File: src/rtl/result_text_writer.sv
// result_text_writer: captures four result words on a halt edge and writes a
// 4x16 character pass/fail report into the display buffer over a we/wr_ready handshake.
`default_nettype none

module result_text_writer #(
    parameter logic [31:0] EXP0 = 32'd55,
    parameter logic [31:0] EXP1 = 32'd987,
    parameter logic [31:0] EXP2 = 32'd97,
    parameter logic [31:0] EXP3 = 32'h00000315
) (
    input  logic        clk,
    input  logic        rst,
    input  logic        start,
    input  logic [31:0] val0,
    input  logic [31:0] val1,
    input  logic [31:0] val2,
    input  logic [31:0] val3,
    input  logic        wr_ready,
    output logic        we,
    output logic [5:0]  waddr,
    output logic [7:0]  wdata,
    output logic        busy,
    output logic        done,
    output logic        pass_all
);

    typedef enum logic [1:0] {
        S_IDLE  = 2'd0,
        S_LOAD  = 2'd1,
        S_WRITE = 2'd2,
        S_DONE  = 2'd3
    } state_t;

    state_t            state_q;
    logic [3:0][31:0]  val_q;
    logic [5:0]        idx_q;
    logic [5:0]        idx_d;
    logic              start_q;
    logic              held_q;
    logic              we_q;
    logic [5:0]        waddr_q;
    logic [7:0]        wdata_q;
    logic              busy_q;
    logic              done_q;
    logic              pass_q;

    logic [3:0]        ok_lat;
    logic [3:0]        ok_in;
    logic              start_edge;

    assign ok_lat = {val_q[3] == EXP3, val_q[2] == EXP2, val_q[1] == EXP1, val_q[0] == EXP0};
    assign ok_in  = {val3 == EXP3, val2 == EXP2, val1 == EXP1, val0 == EXP0};
    assign idx_d  = idx_q + 6'd1;

    // A start level that was already high when reset released must drop
    // before it can trigger a run; held_q blocks that stale edge.
    assign start_edge = start & ~start_q & ~held_q;

    function automatic logic [7:0] hex_char(input logic [3:0] n);
        return (n < 4'd10) ? (8'h30 + {4'b0, n}) : (8'h37 + {4'b0, n});
    endfunction

    function automatic logic [7:0] char_of(input logic [5:0] a,
                                           input logic [3:0][31:0] v,
                                           input logic [3:0] ok);
        logic [1:0]  l;
        logic [3:0]  c;
        logic [31:0] sh;
        l  = a[5:4];
        c  = a[3:0];
        sh = v[l] >> {(4'd9 - c), 2'b00};
        case (c)
            4'd0:    return 8'h30 + {6'b0, l};
            4'd1:    return 8'h3D;
            4'd2, 4'd3, 4'd4, 4'd5,
            4'd6, 4'd7, 4'd8, 4'd9:
                     return hex_char(sh[3:0]);
            4'd11:   return ok[l] ? 8'h2B : 8'h2D;
            default: return 8'h20;
        endcase
    endfunction

    always_ff @(posedge clk or posedge rst) begin
        if (rst) begin
            state_q <= S_IDLE;
            val_q   <= '0;
            idx_q   <= '0;
            start_q <= 1'b0;
            held_q  <= 1'b1;
            we_q    <= 1'b0;
            waddr_q <= '0;
            wdata_q <= '0;
            busy_q  <= 1'b0;
            done_q  <= 1'b0;
            pass_q  <= 1'b0;
        end else begin
            start_q <= start;
            if (!start) held_q <= 1'b0;
            case (state_q)
                S_IDLE, S_DONE: begin
                    if (start_edge) begin
                        val_q   <= {val3, val2, val1, val0};
                        pass_q  <= &ok_in;
                        idx_q   <= '0;
                        busy_q  <= 1'b1;
                        done_q  <= 1'b0;
                        state_q <= S_LOAD;
                    end
                end
                S_LOAD: begin
                    we_q    <= 1'b1;
                    waddr_q <= '0;
                    wdata_q <= char_of(6'd0, val_q, ok_lat);
                    state_q <= S_WRITE;
                end
                S_WRITE: begin
                    if (we_q && wr_ready) begin
                        if (idx_q == 6'd63) begin
                            we_q    <= 1'b0;
                            busy_q  <= 1'b0;
                            done_q  <= 1'b1;
                            state_q <= S_DONE;
                        end else begin
                            idx_q   <= idx_d;
                            waddr_q <= idx_d;
                            wdata_q <= char_of(idx_d, val_q, ok_lat);
                        end
                    end
                end
                default: state_q <= S_IDLE;
            endcase
        end
    end

    assign we       = we_q;
    assign waddr    = waddr_q;
    assign wdata    = wdata_q;
    assign busy     = busy_q;
    assign done     = done_q;
    assign pass_all = pass_q;

endmodule

`default_nettype wire
File: config.mk
export PLATFORM = sky130hd
export DESIGN_NAME = result_text_writer
export DESIGN_NICKNAME = d
export VERILOG_FILES = /design/src/rtl/result_text_writer.sv
export SDC_FILE = /design/constraint.sdc
export NUM_CORES = 1
export LEC_CHECK = 0
export ABC_AREA = 1
export BUFFER_PORTS_ARGS = -buffer_cell sky130_fd_sc_hd__buf_4
export CAP_MARGIN = 20
export CORE_UTILIZATION = 44
export CTS_BUF_LIST = sky130_fd_sc_hd__clkbuf_2 sky130_fd_sc_hd__clkbuf_4 sky130_fd_sc_hd__clkbuf_8
export DETAILED_ROUTE_END_ITERATION = 12
export GPL_TIMING_DRIVEN = 0
export PLACE_DENSITY = 0.77
export SETUP_SLACK_MARGIN = 0.02
export SLEW_MARGIN = 0
export SYNTH_ARGS = -nofsm -noshare
export SYNTH_HDL_FRONTEND = slang
export SYNTH_SLANG_ARGS = --single-unit
export TNS_END_PERCENT = 5
File: constraint.sdc
create_clock -name clk -period 10.1 [get_ports clk]
set_input_delay 1.01 -clock clk [delete_from_list [all_inputs] [get_ports clk]]
set_output_delay 1.01 -clock clk [all_outputs]
set_load 0.01 [all_outputs]
==> flow_summary_export.csv <==
group,metric,value,unit
outcome,status,"complete, no violations",
timing,finalHoldViolCount,0,
final_layout,area_growth,22.3,%
yosys,yosysUniqueCellTypes,36,
grt,grt_max_degree,82,
clock_network,clk_pin_slew,0.08,ns
setup_path,worstSetupPathType,"flop to flop",
timing,final.min_clock_period,4.11,ns
placement,pre_cts_slack,6.13,ns
clock_network,clock_latency,0.47,ns
clock_network,root_buffer,"clkbuf_8",
setup_path,crit_path_top_delay_cell,"buf_1",
clock_network,cts_buffers,17,
routing,drt_iter0_drc,812,
final_layout,multi_input_area,3850,um2
clock_network,ctsResizeCount,0,
yosys,syn_inst,1138,
grt,grt_use_total,0.297,
yosys,ys_warn_count,0,
final_layout,fin_nets,1446,
grt,grt_pass1_wl,43.7,mm
power,ir_drop,0.112,mV
yosys,yosys-top-cells-count,"528 x nand2_1, 154 x dfrtp_1, 120 x nand3_1",
yosys,synth.net_count,1278,
placement,io_buffers,148,
power,p_comb_frac,0.410,
timing,timing.fmax,0.243,GHz
yosys,seq_area_frac_synth,0.467,
grt,grt.overflow.total,0,
yosys,avgSynthCellArea,7.30,um2
yosys,synth_most_common_cell,"nand2_1",
final_layout,n_antenna_cell,0,
job,cap_violations,0,
timing,setup_viol_count_final,0,
setup_path,startpoint_type,"flop",
routing,dr.pass1.iters,5,
min_path,worst_hold_path_type,"flop to flop",
yosys,synth_edf_count,0,
yosys,yosysTopAreaCell,"dfrtp_1",
timing,setup_tns,0,ns
final_layout,layout-drive-gt1-share,0.171,
power,p_sw,1.23,mW
die,die_y,139,um
setup_path,cp-end-kind,"flop",
placement,dp_hpwl,21.4,mm
clock_network,clock_sinks,155,
power,p_leak,5.19,nW
yosys,netlist_area,8310,um2
die,initial_core_util,0.456,
timing,tightest_slew,1.08,ns
final_layout,fillers,1740,
die,dieArea,19400,um2
setup_path,worst_ep_arrival_time,4.47,ns
routing,vias_per_cell,5.46,
die,rows,49,
power,p_per_area,274,nW/um2
timing,relSlewSlack,0.275,
routing,drc,0,
routing,via_count,8455,
power,pwr-share-seq,0.410,
grt,grt_pass1_vias,8116,
routing,routedWlPerCell,17.8,um
final_layout,seq_area,3880,um2
yosys,async_flop_share,1.00,
placement,dpl_cell_area,9740,um2
setup_path,cp_cell_sequence,"inv_2, buf_1, ha_1, clkbuf_1, inv_1, clkbuf_1, ha_1, xnor2_1, nand2_1, nor2_2, inv_2, ha_1, inv_1, nand2_1, nand2_1, nand3_1, nand2_1, nand2_1, nand2_1, nand2_1",
placement,place.gp.congestion,0.993,
timing,rsz0062_at_grt,"no",
routing,antenna_left,0,
routing,wirelength,27.5,mm
min_path,hp-start,"held_q",
power,power.share.switching,0.442,
final_layout,design_area,10200,um2
clock_network,cts_setup_buffers,0,
yosys,synth.area.top_cells,"dfrtp_1 46%, nand2_1 24%, nand3_1 7.2%",
setup_path,cpMostUsedCell,"nand2_1",
die,core,18200,um2
setup_path,slowest_delay,0.52,ns
timing,period_share,0.407,
die,io_pins,150,
grt,grt_antenna_before_repair,0,
setup_path,worstPathRequired,10.46,ns
setup_path,regToRegStartpoint,"idx_q[0]",
yosys,ys.flop_type,"dfrtp_1",
setup_path,cp_max_fo,11,
clock_network,cts-htree-levels,4,
timing,report.final.slew_viol_count,0,
timing,hold_ws,0.457,ns
power,clkPwrFrac,0.180,
yosys,synth_seq_cells,155,
power,p_int,1.55,mW
yosys,synth_top_area_share,0.464,
timing,worst_slack,5.99,ns
clock_network,clk_path_buf_depth,2,
timing,skew,0.0139,ns
clock_network,cts_tree,"yes",
clock_network,cts_hold_buf,0,
setup_path,startpoint,"idx_q[0]",
power,total_power,2.78,mW
die,die_w,139,um
-- cell usage in the layout, fill, tap and decap left out, drive strengths merged, types with 4 or more instances in the layout --
cell type | netlist | routed
a21oi | 4 | 4
buf | 22 | 171
clkbuf | 32 | 53
clkinv | 1 | 5
clkinvlp | 0 | 4
dfrtp | 154 | 154
ha | 8 | 8
inv | 77 | 77
nand2 | 535 | 535
nand3 | 121 | 121
nand4 | 18 | 18
nor2 | 25 | 25
nor3 | 4 | 4
nor4 | 54 | 54
o211ai | 11 | 11
o21ai | 54 | 54
o22ai | 6 | 6
-- per-stage QoR --
| stage | std cells | util |
|---|---|---|
| after floorplan | 1138 | - |
| after global placement | 1515 | 0.533 |
| after detailed placement | 1516 | 0.535 |
| after CTS | 1548 | 0.558 |
| after global routing | 1548 | 0.558 |
| final | 1548 | 0.558 |
-- cells by family after synthesis --
kind of cell / count (synthesis) / synth area share
buffers and inverters: 132 / 0.0703
adder cells (fa/ha/maj): 8 / 0.0120
AND/OR/NAND/NOR: 760 / 0.392
flip-flops: 155 / 0.467
XOR/XNOR: 1 / 0.00105
other: 1 / 0.000451
AO/OA/AOI/OAI: 81 / 0.0574
-- final timing paths --
| kind | endpoint | slack, ns | cells past startpoint |
|---|---|---|---|
| worst max-delay path | wdata[2] | 5.99 | 20 |
| worst min register to register | held_q | 0.46 | 2 |
| min in group asynchronous | idx_q[5] | 0.64 | 2 |
| worst min-delay path | held_q | 0.46 | 2 |
| worst max register to register | wdata[2] | 5.99 | 20 |
| max in group asynchronous | val_q[36] | 8.63 | 3 |
-- power by group through the flow --
stage	logic, mW	clock network (mW)	registers (mW)
floorplan	0.804	0	1.04
global placement	1.09	0	1.13
detailed placement	1.13	0	1.13
CTS	1.13	0.503	1.12
global route	1.30	0.531	1.16
finish	1.14	0.501	1.14
-- worst max-delay path, delay by kind of cell, from the launching register on --
kind                     cells  cell delay (ns)
adder cells (fa/ha/maj)      3             0.78
XOR/XNOR                     1             0.47
AND/OR/NAND/NOR              9             0.67
buffers and inverters        7             1.64
flip-flops                   1             0.46
-- final cells by class --
class / instances / share of cell area
multi-input combinational: 851 / 0.379
timing repair buffer: 149 / 0.112
clock inverter: 11 / 0.0142
tap: 229 / 0.0282
clock buffer: 21 / 0.0272
sequential: 155 / 0.382
buffer: 54 / 0.0282
inverter: 78 / 0.0298
-- layer usage --
metal	part of all wire	global-route usage	wire length [um]	vias up
met3	0.083	0.0564	2290	41
met2	0.46	0.467	12600	409
met4	0.028	0.121	765	0
li1	-	-	-	4043
met1	0.43	0.403	11800	3962
met5	0	0	0	-
-- sequential cells by signal, indices dropped and copies added, names as in the netlist --
signal	count
busy	1
done	1
held_q	1
idx_q	6
pass_all	1
start_q	1
state_q	2
val_q	128
waddr	6
wdata	7
we	1
Note: power is estimated with default switching activity, not from simulation.
